**src/rtl/dice_round_ctrl.sv**
```systemverilog
// rtl/dice_round_ctrl.sv - N-player round-based dice game controller
//
// Players roll in turn; after each full round every player holding the highest
// roll scores a point (saturating at WIN_SCORE). The first player(s) to reach
// WIN_SCORE win the game.
//
// Optional feature macro: DICE_TIE_REROLL_EN
//   defined   : a tied highest roll awards nothing, pulses tieReroll and the
//               round is replayed from player 0.
//   undefined : every tied player scores; tieReroll does not exist.
//
// Ports:
//   fastClk    in   game clock, rising edge
//   resetN     in   asynchronous active-low reset
//   enable     in   game power switch; low forces OFF and clears the game
//   rollN      in   raw active-low roll button (asynchronous)
//   newGameN   in   raw active-low new-game button (asynchronous)
//   state      out  00 OFF, 01 ROLL, 10 SCORE, 11 WON
//   curPlayer  out  index of the player whose turn it is
//   lastRoll   out  most recent roll value, 0 = blank
//   rollValid  out  1-cycle pulse when lastRoll updates
//   scores     out  packed scores, player i at [i*SW +: SW]
//   tieReroll  out  1-cycle pulse on a replayed tied round (macro builds only)
//   winnerMask out  bit i set = player i has won; valid in WON
module dice_round_ctrl #(
    parameter int NUM_PLAYERS = 2,
    parameter int FACES       = 6,
    parameter int WIN_SCORE   = 5,
    localparam int PW = $clog2(NUM_PLAYERS),
    localparam int RW = $clog2(FACES + 1),
    localparam int SW = $clog2(WIN_SCORE + 1)
) (
    input  logic                      fastClk,
    input  logic                      resetN,
    input  logic                      enable,
    input  logic                      rollN,
    input  logic                      newGameN,
    output logic [1:0]                state,
    output logic [PW-1:0]             curPlayer,
    output logic [RW-1:0]             lastRoll,
    output logic                      rollValid,
    output logic [NUM_PLAYERS*SW-1:0] scores,
`ifdef DICE_TIE_REROLL_EN
    output logic                      tieReroll,
`endif
    output logic [NUM_PLAYERS-1:0]    winnerMask
);

    typedef enum logic [1:0] {
        ST_OFF   = 2'b00,
        ST_ROLL  = 2'b01,
        ST_SCORE = 2'b10,
        ST_WON   = 2'b11
    } state_t;

    state_t                 state_q, state_d;
    logic [PW-1:0]          cur_q, cur_d;
    logic [RW-1:0]          last_q, last_d;
    logic                   valid_q, valid_d;
    logic [SW-1:0]          score_q   [NUM_PLAYERS];
    logic [SW-1:0]          score_d   [NUM_PLAYERS];
    logic [SW-1:0]          score_upd [NUM_PLAYERS];
    logic [RW-1:0]          roll_q    [NUM_PLAYERS];
    logic [RW-1:0]          roll_d    [NUM_PLAYERS];
    logic [NUM_PLAYERS-1:0] win_q, win_d;
    logic [NUM_PLAYERS-1:0] at_max, won_upd;
    logic [RW-1:0]          max_roll;
    logic                   any_win;
    logic                   clear_game;
    logic [RW-1:0]          die_q;
    logic [2:0]             roll_sync, new_sync;
    logic                   roll_pulse, new_pulse;
`ifdef DICE_TIE_REROLL_EN
    logic                   tie_q, tie_d;
    logic                   multi_max;
`endif

    // Two flops resynchronise the buttons; the third holds the previous
    // synchronised level so a press (1 -> 0) yields exactly one pulse.
    always_ff @(posedge fastClk or negedge resetN) begin
        if (!resetN) begin
            roll_sync <= 3'b111;
            new_sync  <= 3'b111;
            die_q     <= RW'(1);
        end else begin
            roll_sync <= {roll_sync[1:0], rollN};
            new_sync  <= {new_sync[1:0], newGameN};
            die_q     <= (die_q == RW'(FACES)) ? RW'(1) : die_q + RW'(1);
        end
    end

    assign roll_pulse = roll_sync[2] & ~roll_sync[1];
    assign new_pulse  = new_sync[2] & ~new_sync[1];

    // Round evaluation: every player holding the highest roll gets a point.
    always_comb begin
        max_roll = '0;
        for (int i = 0; i < NUM_PLAYERS; i++) begin
            if (roll_q[i] > max_roll) max_roll = roll_q[i];
        end
        any_win = 1'b0;
        for (int i = 0; i < NUM_PLAYERS; i++) begin
            at_max[i]    = (roll_q[i] == max_roll);
            score_upd[i] = (at_max[i] && score_q[i] != SW'(WIN_SCORE))
                           ? score_q[i] + SW'(1) : score_q[i];
            won_upd[i]   = (score_upd[i] == SW'(WIN_SCORE));
            any_win      = any_win | won_upd[i];
        end
    end

`ifdef DICE_TIE_REROLL_EN
    // More than one bit set in at_max means a shared highest roll.
    assign multi_max = (at_max & (at_max - 1'b1)) != '0;
`endif

    always_comb begin
        state_d    = state_q;
        cur_d      = cur_q;
        last_d     = last_q;
        valid_d    = 1'b0;
        win_d      = win_q;
        clear_game = 1'b0;
        for (int i = 0; i < NUM_PLAYERS; i++) begin
            score_d[i] = score_q[i];
            roll_d[i]  = roll_q[i];
        end
`ifdef DICE_TIE_REROLL_EN
        tie_d = 1'b0;
`endif
        if (!enable) begin
            state_d    = ST_OFF;
            clear_game = 1'b1;
        end else begin
            case (state_q)
                ST_OFF: begin
                    state_d    = ST_ROLL;
                    clear_game = 1'b1;
                end
                ST_ROLL: begin
                    if (new_pulse) begin
                        clear_game = 1'b1;
                    end else if (roll_pulse) begin
                        for (int i = 0; i < NUM_PLAYERS; i++) begin
                            if (PW'(i) == cur_q) roll_d[i] = die_q;
                        end
                        last_d  = die_q;
                        valid_d = 1'b1;
                        if (cur_q == PW'(NUM_PLAYERS - 1)) state_d = ST_SCORE;
                        else                               cur_d   = cur_q + PW'(1);
                    end
                end
                ST_SCORE: begin
                    cur_d = '0;
                    if (new_pulse) begin
                        state_d    = ST_ROLL;
                        clear_game = 1'b1;
                    end
`ifdef DICE_TIE_REROLL_EN
                    else if (multi_max) begin
                        tie_d   = 1'b1;
                        state_d = ST_ROLL;
                    end
`endif
                    else begin
                        for (int i = 0; i < NUM_PLAYERS; i++) score_d[i] = score_upd[i];
                        if (any_win) begin
                            state_d = ST_WON;
                            win_d   = won_upd;
                            last_d  = '0;
                        end else begin
                            state_d = ST_ROLL;
                        end
                    end
                end
                ST_WON: begin
                    last_d = '0;
                    if (new_pulse) begin
                        state_d    = ST_ROLL;
                        clear_game = 1'b1;
                    end
                end
                default: state_d = ST_OFF;
            endcase
        end
        if (clear_game) begin
            cur_d  = '0;
            last_d = '0;
            win_d  = '0;
            for (int i = 0; i < NUM_PLAYERS; i++) begin
                score_d[i] = '0;
                roll_d[i]  = '0;
            end
        end
    end

    always_ff @(posedge fastClk or negedge resetN) begin
        if (!resetN) begin
            state_q <= ST_OFF;
            cur_q   <= '0;
            last_q  <= '0;
            valid_q <= 1'b0;
            win_q   <= '0;
            for (int i = 0; i < NUM_PLAYERS; i++) begin
                score_q[i] <= '0;
                roll_q[i]  <= '0;
            end
`ifdef DICE_TIE_REROLL_EN
            tie_q <= 1'b0;
`endif
        end else begin
            state_q <= state_d;
            cur_q   <= cur_d;
            last_q  <= last_d;
            valid_q <= valid_d;
            win_q   <= win_d;
            for (int i = 0; i < NUM_PLAYERS; i++) begin
                score_q[i] <= score_d[i];
                roll_q[i]  <= roll_d[i];
            end
`ifdef DICE_TIE_REROLL_EN
            tie_q <= tie_d;
`endif
        end
    end

    assign state      = state_q;
    assign curPlayer  = cur_q;
    assign lastRoll   = last_q;
    assign rollValid  = valid_q;
    assign winnerMask = win_q;
`ifdef DICE_TIE_REROLL_EN
    assign tieReroll  = tie_q;
`endif

    for (genvar g = 0; g < NUM_PLAYERS; g++) begin : g_pack
        assign scores[g*SW +: SW] = score_q[g];
    end

endmodule

```
**config.mk**
```make
export PLATFORM = sky130hd
export DESIGN_NAME = dice_round_ctrl
export DESIGN_NICKNAME = d
export VERILOG_FILES = /design/src/rtl/dice_round_ctrl.sv
export SDC_FILE = /design/constraint.sdc
export NUM_CORES = 1
export LEC_CHECK = 0
export CAP_MARGIN = 20
export CELL_PAD_IN_SITES_DETAIL_PLACEMENT = 1
export CELL_PAD_IN_SITES_GLOBAL_PLACEMENT = 2
export CORE_UTILIZATION = 37
export CTS_CLUSTER_DIAMETER = 100
export CTS_CLUSTER_SIZE = 8
export DETAILED_ROUTE_END_ITERATION = 8
export GPL_TIMING_DRIVEN = 0
export PLACE_DENSITY_LB_ADDON = 0.25
export SYNTH_ARGS = -nofsm -noshare
export SYNTH_HDL_FRONTEND = slang
export SYNTH_SLANG_ARGS = --single-unit
```
**constraint.sdc**
```tcl
create_clock -name fastClk -period 4.1 [get_ports fastClk]
set_input_delay 0.82 -clock fastClk [delete_from_list [all_inputs] [get_ports fastClk]]
set_output_delay 0.82 -clock fastClk [all_outputs]
set_load 0.1 [all_outputs]
```
; Yosys cells after proc, flatten, opt, wreduce, memory -nomap -nowiden
; Cells that the tools add are included.
[totals]
elab_cells = 111
ff_bits = 30
out_inout_bits = 15
input_bits = 5
[op_classes]
magnitude_cmp = 2
bitwise = 5
reduce_logical = 19
eq_ne = 20
mux = 49
n_addsub = 4
[op_table]
columns = operator, count
row1 = $mux W6, 9
row2 = $mux W3, 13
row3 = $ne A3 B3 Y1 const B, 10
row4 = $mux W2, 12
row5 = $reduce_and A4 Y1, 3
row6 = $reduce_bool A2 Y1, 6
row7 = $mux W1, 11
row8 = $reduce_and A5 Y1, 2
row9 = $add A3 B1 Y3 const B, 3
row10 = $eq A3 B3 Y1 const B, 3
row11 = $pmux W3 S3, 1
row12 = $pmux W2 S4, 1
row13 = $eq A3 B3 Y1, 2
row14 = $reduce_and A6 Y1, 1
row15 = $eq A2 B2 Y1 const B, 2
row16 = $pmux W1 S2, 2
row17 = $reduce_bool A4 Y1, 1
row18 = $gt A3 B1 Y1 const B, 1
row19 = $gt A3 B3 Y1, 1
row20 = $reduce_and A3 Y1, 1
row21 = $reduce_bool A3 Y1, 1
row22 = $reduce_or A3 Y1, 1
row23 = $and A1 B1 Y1, 2
row24 = $eq A2 B1 Y1 const B, 1
row25 = other kinds (7), 9

; Depth between registers and ports, before layout
; Gate-level depths: netlist of run 1.
[depth]
ltp_word = 14
ltp_mapped = 8

; Least setup slack after synthesis of run 1
; No wires, ideal clock.
[synth_path]
path_kind = register -> register
from = register state_q[1], in the netlist state[1]
to = register last_q[0], in the netlist lastRoll[0]
arrival_time_ns = 2.633
stages_incl_launch_ff = 7
required_time_ns = 3.972
path_slack_ns = 1.338
path_cell_list = dfrtp_1 inv_1 ha_1 or2_2 clkbuf_1 o41ai_4 mux2_1
[synth_between]
elab_chain_len = 6
word_cells_on_any_way = 17
[synth_rtl]
columns = item, line
row1 = "start, declared", 56  ; state_t state_q, state_d;
row2 = "start signal, assigned", 211  ; state_q <= state_d;
row3 = $eq A2 B2 Y1 or $eq A2 B1 Y1 (tied branches), 134  ; case (state_q)
row4 = $reduce_or A3 Y1 (no line), --
row5 = $pmux W1 S2, 134
row6 = $mux W1, 130  ; if (!enable) begin
row7 = $ne A3 B3 Y1 (no line) (tied with other cells), --
row8 = $reduce_and A6 Y1 (no line), --
row9 = "end signal, assigned", 213  ; last_q <= last_d;
row10 = "end, declared", 58  ; logic [RW-1:0] last_q, last_d;
; Parallel ways exist; a longest one is shown, timed or not. The select of a mux whose other input is x is not followed.
; A chain may end at the register's enable or synchronous reset.

; Worst setup path in the final report of run 1
[layout_path]
from = register cur_q, in the netlist curPlayer
to = output curPlayer
[layout_rtl]
columns = item, line
row1 = "start, declared", 57  ; logic [PW-1:0] cur_q, cur_d;
row2 = "start signal, assigned", 212  ; cur_q <= cur_d;
row3 = "end, declared", 39  ; output logic [PW-1:0] curPlayer,
; No word-level cell between the ends.

==> qor.yml, run 1 <==
floorplanning:
  floorplan.die_area_um2: 4570
  placementRows: 23
  core-area_um2: 4060
  top_level_ports: 20
  die_height_um: 67.6
  starting_density_pct: 39.3
  dieWidth_um: 67.6
flow_run:
  cap_viol_max_count: 0
global_routing:
  grt_first_pass_wirelength_um: 5910
  combined_global_route_utilization_of_all_metal_layers_pct: 18.2
  via_count_of_the_first_global_routing_pass: 1285
  global_route.overflow_total: 0
  grt_max_degree: 18
  antenna_found_initial: 0
timing:
  final-setup-viol-count: 0
  fin_crit_ns: 2.79
  final.setup.tns_ns: 0
  slew_headroom_pct: 34.6
  final_min_period_over_clock_period_pct: 68.0
  fmax_mhz: 359
  worst_slew_pin_slew_ns: 0.979
  final_ws_setup_ns: 1.31
  fin_skew_ns: 0.0108
  number_of_hold_violations_in_the_final_report: 0
  unrepaired_setup_endpoints_after_global_routing: "false"
  finalMaxSlewViolations: 0
finish:
  seq_area_um2: 759
  layout-drive-gt1-share_pct: 13.6
  syn_to_final_growth_pct: 23.3
  multi_input_comb_area_um2: 766
  num-nets-final: 199
  num-fill-cells: 463
  n_antenna_cell: 0
drt:
  post_route_ant_nets: 0
  post-route-drc-count: 0
  viasPerCell: 5.10
  first_iter_violations: 40
  wl_um: 3540
  drtPass1Iterations: 2
  wl_per_cell_um: 15.1
  via_count: 1193
setup_path:
  timing.setup.critical_path_class: "register to output port"
  cp_num_buf_inv: 1
  critical_path_arrival_ns: 1.97
  worstSetupStartpointType: "register"
  worstPathMaxFanout: 9
  worstPathCellList: "clkdlybuf4s50_1"
  critical_path.endpoint_type: "output port"
  delay_of_the_slowest_critical_path_stage_ns: 1.19
  r2r-end: "lastRoll[0]$_DFFE_PN0P_"
  ff_to_ff_start: "roll_q[2]$_DFFE_PN0P_"
  r2r_setup_slack_ns: 1.60
  slowest_stage: "clkdlybuf4s50_1"
  r2r_cells: 7
  worst_path_dominant_cell_family: "buffers and inverters"
  worstPathRequired_ns: 3.28
logic_synthesis:
  ys_dominant_reg_cell: "dfrtp_1"
  synth_top_cell_by_area: "dfrtp_1"
  synthDistinctLibCells: 39
  yosysWarnings: 0
  synthesis.area_per_instance_um2: 10.2
  yosysTopAreaCellShare_pct: 36.1
  async_reset_ff_share_pct: 100
  ys_ff_latch: 30
  synth_nets: 172
  synth_edf_count: 0
  synthCells: 156
  netlist_area_um2: 1590
  seq_area_frac_synth_pct: 47.7
  synth.area.top_cells: "dfrtp_1 36%, dfstp_2 12%, ha_1 8.6%"
cts:
  cts.repair.resized: 0
  clkSinkCount: 30
  cts_root_buf: "clkbuf_8"
  holdBufCountCts: 0
  cts.path.max_buffers: 2
  tritoncts.num_buffers: 5
  insertion_delay_ns: 0.28
  htreeDepth: 2
  clk_pin_slew_worst_paths_ns: 0.07
  postCtsSetupBuffers: 0
  tritoncts: "built"
worst_hold_path:
  hold_start: "new_sync[0]$_DFF_PN1_"
  hold-path-endpoint: "new_sync[1]$_DFF_PN1_"
  worst_hold_path_type: "register to register"
  hold_depth: 0
power:
  power_density_nw_per_um2: 331
  switching_power_uw: 178
  vdd_drop_max_v: 0.000233
  comb_power_share_pct: 14.7
  power_leakage_uw: 0.000866
  internal_power_uw: 472
  clock_power_share_pct: 37.3
  seq_power_share_pct: 48.0
  power.share.switching_pct: 27.4
placed_design:
  detailed_place_hpwl_um: 2770
  io_buffer_count: 19
  post-place-ws_ns: 1.14
  global_placer_s_final_weighted_congestion: 0.806
outcome:
  run_status: "complete, no violations"
## layout by cell type, fill, tap and decap left out, types with 7 or more instances in the layout
master,n
dfrtp_1,23
inv_1,13
dfstp_2,7
nor2_1,17
clkdlybuf4s50_1,19
a21oi_1,9
clkbuf_1,7
nand2_1,14
ha_1,11
## power by group through the flow
stage / Clock [uW] / Combinational (uW) / Sequential (uW)
global placement: 0 / 91.0 / 316
finish: 242 / 95.9 / 312
CTS: 248 / 97.0 / 312
floorplan: 0 / 34.2 / 347
detailed placement: 0 / 96.5 / 317
global route: 262 / 103 / 313
## logic make-up after synthesis
| group | count (synthesis) | synth area share (%) |
|---|---|---|
| simple gates | 51 | 15.3 |
| xor+xnor | 8 | 4.40 |
| fa+ha+maj | 11 | 8.64 |
| mux | 9 | 5.89 |
| buf+inv | 18 | 4.24 |
| flops | 30 | 47.7 |
| compound gates | 29 | 13.8 |
## through the flow
| step | hold slack, ns | instance area (um2) | util (%) | instances | power, uW |
|---|---|---|---|---|---|
| 4_1_cts | 0.360 | 1960 | 48.4 | 234 | 657 |
| 5_1_grt | 0.361 | 1960 | 48.4 | 234 | 678 |
| 2_1_floorplan | 0.345 | 1590 | - | 156 | 381 |
| 3_3_place_gp | 0.348 | 1850 | 45.5 | 225 | 407 |
| 6_report | 0.360 | 1960 | 48.4 | 234 | 650 |
| 3_5_place_dp | 0.347 | 1870 | 46.2 | 226 | 414 |
## layout make-up
class                      count  area share [%]
multi-input combinational    108            39.0
sequential                    30            38.7
timing repair buffer          20            11.1
clock buffer                   8            4.59
tap                           50            3.19
inverter                      13            2.49
buffer                         5           0.956
## Yosys cell counts (all sizes together), types with 2 or more instances
| master | number |
|---|---|
| o41ai | 2 |
| mux2i | 6 |
| dfstp | 7 |
| a21oi | 9 |
| xor2 | 4 |
| inv | 13 |
| nor2 | 17 |
| a21o | 2 |
| o21ai | 6 |
| nand2b | 3 |
| clkbuf | 5 |
| ha | 11 |
| mux2 | 3 |
| nor2b | 2 |
| nand2 | 14 |
| dfrtp | 23 |
| nand3 | 7 |
| nor3 | 3 |
| xnor2 | 4 |
## worst max path at each step
| stage | startpoint | end | slack [ns] | cells past startpoint |
|---|---|---|---|---|
| floorplan | state[1]$_DFFE_PN0P_ | lastRoll[0]$_DFFE_PN0P_ | 1.34 | 6 |
| global placement | enable | lastRoll[0]$_DFFE_PN0P_ | 1.20 | 6 |
| detailed placement | enable | lastRoll[0]$_DFFE_PN0P_ | 1.14 | 6 |
| CTS | curPlayer$_DFFE_PN0P_ | curPlayer | 1.31 | 1 |
| global route | curPlayer$_DFFE_PN0P_ | curPlayer | 1.26 | 1 |
| finish | curPlayer$_DFFE_PN0P_ | curPlayer | 1.31 | 1 |
## routing by layer
layer	share of wire (%)	global-route usage, %	wire (um)	vias up
met2	49	30.2	1730	15
met3	2.7	5.41	95	7
li1	-	-	-	587
met4	1.7	8.51	60	0
met1	47	21.5	1650	584
met5	0	0	0	-
## flip-flops by register name, indices dropped and copies added, names as in the netlist
signal and cells:
winnerMask 2, die_q 3, new_sync 3, lastRoll 3
roll_q 6, curPlayer 1, rollValid 1, roll_sync 3
state 2, scores 6
Power figures use the tool's default switching activity.
==> inputs of run 2 (changes only) <==
Settings changed: CORE_UTILIZATION 37 to 35.
Clock period 4.1 ns to 2.9 ns, I/O delays scaled along.
==> qor.yml, run 2 (synthesis results as in run 1) <==
finish:
  layout-drive-gt1-share_pct: 14.7  # +1.1 points
  layout_commonest_cell: "dfrtp_1"
  commonest_cells_after_routing_fill_and_taps_aside: "23 x dfrtp_1, 19 x clkdlybuf4s50_1, 17 x nor2_1"
  num-nets-final: 199  # unchanged
  num-fill-cells: 500  # +8.0%
  postLayoutCoreUtil_pct: 45.3  # -3.1 points
  syn_to_final_growth_pct: 23.7
  n_antenna_cell: 0  # unchanged
worst_hold_path:
  worst_hold_path_type: "register to register"
  hold_start: "roll_sync[0]$_DFF_PN1_"
  hold_depth: 0  # unchanged
  hold-path-endpoint: "roll_sync[1]$_DFF_PN1_"
cts:
  tritoncts: "built"
  insertion_delay_ns: 0.29  # about the same
  postCtsSetupBuffers: 0  # unchanged
  htreeDepth: 2  # unchanged
  cts_root_buf: "clkbuf_8"
  tritoncts.num_buffers: 5  # unchanged
  clkSinkCount: 30  # unchanged
  cts.repair.resized: 0  # unchanged
  clk_pin_slew_worst_paths_ns: 0.07  # about the same
  cts.path.max_buffers: 2  # unchanged
  holdBufCountCts: 0  # unchanged
power:
  clock_power_share_pct: 38.1  # +0.8 points
  comb_power_share_pct: 14.6  # about the same
  switching_power_uw: 267  # +50%
  total_power_uw: 931  # +43%
  power_density_nw_per_um2: 473  # +43%
  internal_power_uw: 664  # +41%
  power_leakage_uw: 0.000868  # +0.20%
  seq_power_share_pct: 47.4  # -0.6 points
  power.share.switching_pct: 28.7  # +1.3 points
  vdd_drop_max_v: 0.000308  # +33%
floorplanning:
  starting_density_pct: 36.6  # -2.7 points
  placementRows: 24  # +4.3%
  dieWidth_um: 69.5  # +2.7%
  top_level_ports: 20  # unchanged
  floorplan.die_area_um2: 4820  # +5.5%
  core-area_um2: 4350  # +7.3%
  die_height_um: 69.5  # +2.7%
timing:
  final.setup.tns_ns: 0  # unchanged
  unrepaired_setup_endpoints_after_global_routing: "false"
  final-setup-viol-count: 0  # unchanged
  worst_slew_pin_slew_ns: 0.970  # -0.00810 ns
  number_of_hold_violations_in_the_final_report: 0  # unchanged
  finalMaxSlewViolations: 0  # unchanged
  fin_crit_ns: 2.60
  finalHoldWorstSlack_ns: 0.358  # -0.00177 ns
  fmax_mhz: 385
  fin_skew_ns: 0.00812  # -0.00268 ns
  slew_headroom_pct: 35.1  # +0.54 points
  final_min_period_over_clock_period_pct: 89.6
  final_ws_setup_ns: 0.302  # -1.01 ns
placed_design:
  global_placer_s_final_weighted_congestion: 0.785  # -2.6%
  post-place-ws_ns: 0.172  # -0.972 ns
  io_buffer_count: 19  # unchanged
  detailed_place_hpwl_um: 2770  # -0.27%
global_routing:
  combined_global_route_utilization_of_all_metal_layers_pct: 17.0  # -1.3 points
  via_count_of_the_first_global_routing_pass: 1304  # +1.5%
  antenna_found_initial: 0  # unchanged
  global_route.overflow_total: 0  # unchanged
  grt_max_degree: 18  # unchanged
  grt_first_pass_wirelength_um: 6360  # +7.7%
drt:
  wl_met3_um: 89  # -6.3%
  via_count: 1200  # +0.59%
  top_signal_layer_used: "met4"
  wl_um: 3620  # +2.3%
  met2WireLength_um: 1870  # +8.0%
  first_iter_violations: 15  # -63%
  drtPass1Iterations: 4  # +2
  post_route_ant_nets: 0  # unchanged
  viasPerCell: 5.08  # -0.27%
  wl_per_cell_um: 15.3  # +1.4%
  post-route-drc-count: 0  # unchanged
  detail_route.wirelength.met1_um: 1610  # -2.8%
setup_path:
  r2r-end: "lastRoll[2]$_DFFE_PN0P_"
  worstPathMaxFanout: 9  # unchanged
  timing.setup.critical_path_class: "register to output port"
  r2r_cells: 7  # unchanged
  delay_of_the_slowest_critical_path_stage_ns: 1.20  # about the same
  r2r_setup_slack_ns: 0.42  # -1.18 ns
  cp_num_buf_inv: 1  # unchanged
  worstPathRequired_ns: 2.32  # -0.96 ns
  worstSetupStartpointType: "register"
  critical_path_arrival_ns: 2.02  # +0.05 ns
  worstPathCellList: "clkdlybuf4s50_1"
  ff_to_ff_start: "roll_q[2]$_DFFE_PN0P_"
  critical_path.endpoint_type: "output port"
  slowest_stage: "clkdlybuf4s50_1"
  worst_path_dominant_cell_family: "buffers and inverters"
flow_run:
  cap_viol_max_count: 0  # unchanged
outcome:
  run_status: "complete, no violations"
-- run 2: per-stage QoR --
stage	instance area (um2)	std cells
6_report	1970	236
5_1_grt	1970	236
4_1_cts	1970	236
3_5_place_dp	1880	228
3_3_place_gp	1850	227
2_1_floorplan	1590	156
-- run 2: how the worst max path moves through the flow --
stage / start / to / slack (ns) / cells past startpoint
4_1_cts: curPlayer$_DFFE_PN0P_ / curPlayer / 0.28 / 1
3_3_place_gp: enable / lastRoll[2]$_DFFE_PN0P_ / 0.20 / 6
2_1_floorplan: state[1]$_DFFE_PN0P_ / lastRoll[0]$_DFFE_PN0P_ / 0.14 / 6
6_report: curPlayer$_DFFE_PN0P_ / curPlayer / 0.30 / 1
5_1_grt: curPlayer$_DFFE_PN0P_ / curPlayer / 0.26 / 1
3_5_place_dp: enable / lastRoll[2]$_DFFE_PN0P_ / 0.17 / 6
-- run 2: cell type report --
class                      count  area [um2]  area share (%)
clock buffer                   6        82.6            4.19
multi-input combinational    108         766            38.9
inverter                      13        48.8            2.48
timing repair buffer          20         218            11.0
sequential                    30         759            38.5
buffer                         5        18.8           0.952
clock inverter                 2        12.5           0.635
tap                           52        65.1            3.30
-- run 2: per-layer routing --
layer | vias up | global-route usage [%]
met4 | 0 | 6.12
met2 | 14 | 29.4
met5 | - | 0
li1 | 585 | -
met1 | 594 | 20.1
met3 | 7 | 4.36
-- run 2: power by group through the flow --
stage	Clock [uW]	Sequential, uW	Combinational, uW
final	355	441	136
after global placement	0	448	130
after floorplan	0	490	48.4
after detailed placement	0	449	137
after global routing	384	443	146
after CTS	365	441	138
==> inputs of run 3 (changes only) <==
Settings changed: REMOVE_ABC_BUFFERS set to 1.
==> qor.yml, run 3 (synthesis results as in run 1) <==
outcome:
  run_status: "complete, no violations"
timing:
  unrepaired_setup_endpoints_after_global_routing: "false"
  final_min_period_over_clock_period_pct: 88.4  # -1.2 points
  slew_headroom_pct: 33.2  # -1.9 points
  number_of_hold_violations_in_the_final_report: 0  # unchanged
  final.setup.tns_ns: 0  # unchanged
  finalMaxSlewViolations: 0  # unchanged
  fin_crit_ns: 2.56  # -0.0340 ns
  finalHoldWorstSlack_ns: 0.359  # +0.00154 ns
  worst_slew_pin_slew_ns: 1.00  # +0.0290 ns
  fmax_mhz: 390  # +1.3%
  fin_skew_ns: 0.0105  # +0.00237 ns
  final-setup-viol-count: 0  # unchanged
floorplanning:
  starting_density_pct: 36.6  # unchanged
  floorplan.die_area_um2: 4820  # unchanged
  core-area_um2: 4350  # unchanged
  die_height_um: 69.5  # unchanged
  top_level_ports: 20  # unchanged
  placementRows: 24  # unchanged
  dieWidth_um: 69.5  # unchanged
setup_path:
  r2r-end: "lastRoll[0]$_DFFE_PN0P_"
  crit_cells: 1  # unchanged
  worstPathCellList: "clkdlybuf4s50_1"
  crit_end: "curPlayer"
  ff_to_ff_start: "roll_q[4]$_DFFE_PN0P_"
  crit_start: "curPlayer$_DFFE_PN0P_"
  slowest_stage: "clkdlybuf4s50_1"
  worstSetupStartpointType: "register"
  r2r_cells: 8  # +1
  timing.setup.critical_path_class: "register to output port"
  delay_of_the_slowest_critical_path_stage_ns: 1.20  # about the same
  critical_path_arrival_ns: 1.98  # -0.04 ns
  cp_num_buf_inv: 1  # unchanged
  worst_path_dominant_cell_family: "buffers and inverters"
  worstPathMaxFanout: 9  # unchanged
  r2r_setup_slack_ns: 0.38  # -0.04 ns
  critical_path.endpoint_type: "output port"
  worstPathRequired_ns: 2.32  # about the same
global_routing:
  antenna_found_initial: 0  # unchanged
  grt_max_degree: 20  # +2
  global_route.overflow_total: 0  # unchanged
  grt_first_pass_wirelength_um: 6390  # +0.44%
  combined_global_route_utilization_of_all_metal_layers_pct: 17.5  # +0.51 points
  via_count_of_the_first_global_routing_pass: 1266  # -2.9%
placed_design:
  io_buffer_count: 19  # unchanged
  detailed_place_hpwl_um: 2800  # +1.1%
  global_placer_s_final_weighted_congestion: 0.812  # +3.4%
power:
  internal_power_uw: 661  # -0.41%
  power.share.switching_pct: 27.7  # -0.94 points
  seq_power_share_pct: 48.2  # +0.8 points
  power_leakage_uw: 0.000859  # -1.0%
  clock_power_share_pct: 36.9  # -1.2 points
  power_density_nw_per_um2: 471  # -0.32%
  total_power_uw: 915  # -1.7%
  comb_power_share_pct: 14.8  # +0.2 points
  switching_power_uw: 254  # -4.9%
  vdd_drop_max_v: 0.000265  # -14%
cts:
  tritoncts: "built"
  clkSinkCount: 30  # unchanged
  cts.repair.resized: 0  # unchanged
  insertion_delay_ns: 0.29  # about the same
  cts_root_buf: "clkbuf_8"
  htreeDepth: 2  # unchanged
  holdBufCountCts: 0  # unchanged
  postCtsSetupBuffers: 0  # unchanged
  tritoncts.num_buffers: 5  # unchanged
  cts.path.max_buffers: 2  # unchanged
  clk_pin_slew_worst_paths_ns: 0.06  # about the same
drt:
  viasPerCell: 5.20  # +2.2%
  wl_per_cell_um: 15.8  # +3.3%
  via_count: 1195  # -0.42%
  first_iter_violations: 20  # +5
  drtPass1Iterations: 4  # unchanged
  wl_um: 3640  # +0.64%
  post-route-drc-count: 0  # unchanged
  post_route_ant_nets: 0  # unchanged
finish:
  seq_area_um2: 759  # unchanged
  num-nets-final: 194  # -2.5%
  num-fill-cells: 490  # -2.0%
  n_antenna_cell: 0  # unchanged
  syn_to_final_growth_pct: 22.0
  commonest_cells_after_routing_fill_and_taps_aside: "23 x dfrtp_1, 19 x clkdlybuf4s50_1, 17 x nor2_1"
  layout-drive-gt1-share_pct: 14.0  # -0.63 points
  layout_commonest_cell: "dfrtp_1"
  multi_input_comb_area_um2: 766  # unchanged
flow_run:
  cap_viol_max_count: 0  # unchanged
worst_hold_path:
  worst_hold_path_type: "register to register"
-- run 3: cell count changes in the layout (fill, tap and decap cells not counted), sizes merged --
| cell | delta |
|---|---|
| clkinv | -1 |
| clkinvlp | -1 |
| clkbuf | -4 |
-- run 3: power by group through the flow --
stage | Combinational [uW] | Sequential (uW) | Clock, uW
after floorplan | 47.2 | 490 | 0
after global placement | 129 | 448 | 0
after detailed placement | 137 | 448 | 0
after CTS | 138 | 441 | 353
after global routing | 147 | 442 | 372
final | 136 | 441 | 338
-- run 3: worst min-delay path by stage --
stage,start,end,cells after the start,slack [ns]
final,roll_sync[0]$_DFF_PN1_,roll_sync[1]$_DFF_PN1_,0,0.36
after global routing,new_sync[0]$_DFF_PN1_,new_sync[1]$_DFF_PN1_,0,0.37
after CTS,roll_sync[0]$_DFF_PN1_,roll_sync[1]$_DFF_PN1_,0,0.36
after detailed placement,roll_sync[0]$_DFF_PN1_,roll_sync[1]$_DFF_PN1_,0,0.35
after global placement,roll_sync[0]$_DFF_PN1_,roll_sync[1]$_DFF_PN1_,0,0.35
after floorplan,resetN,curPlayer$_DFFE_PN0P_,0,0.28
-- run 3: metal layers --
layer	vias to the layer above	global-route usage, %	wire (um)
met3	7	3.92	81
met2	16	30.0	1950
met4	0	7.48	70
met1	596	20.9	1540
li1	576	-	-
met5	-	0	0
-- run 3: final cells by class --
type	count	share of cell area, %
tap	52	3.35
sequential	30	39.1
inverter	13	2.51
clock buffer	7	4.44
timing repair buffer	20	11.2
multi-input combinational	108	39.4
-- run 3: stage by stage --
step           util, %  area, um2  setup WS [ns]  instances
2_1_floorplan        -       1570          0.181        151
3_3_place_gp      42.0       1830          0.248        222
3_5_place_dp      42.6       1860          0.200        223
4_1_cts           44.6       1940          0.324        230
5_1_grt           44.6       1940          0.228        230
6_report          44.6       1940          0.336        230
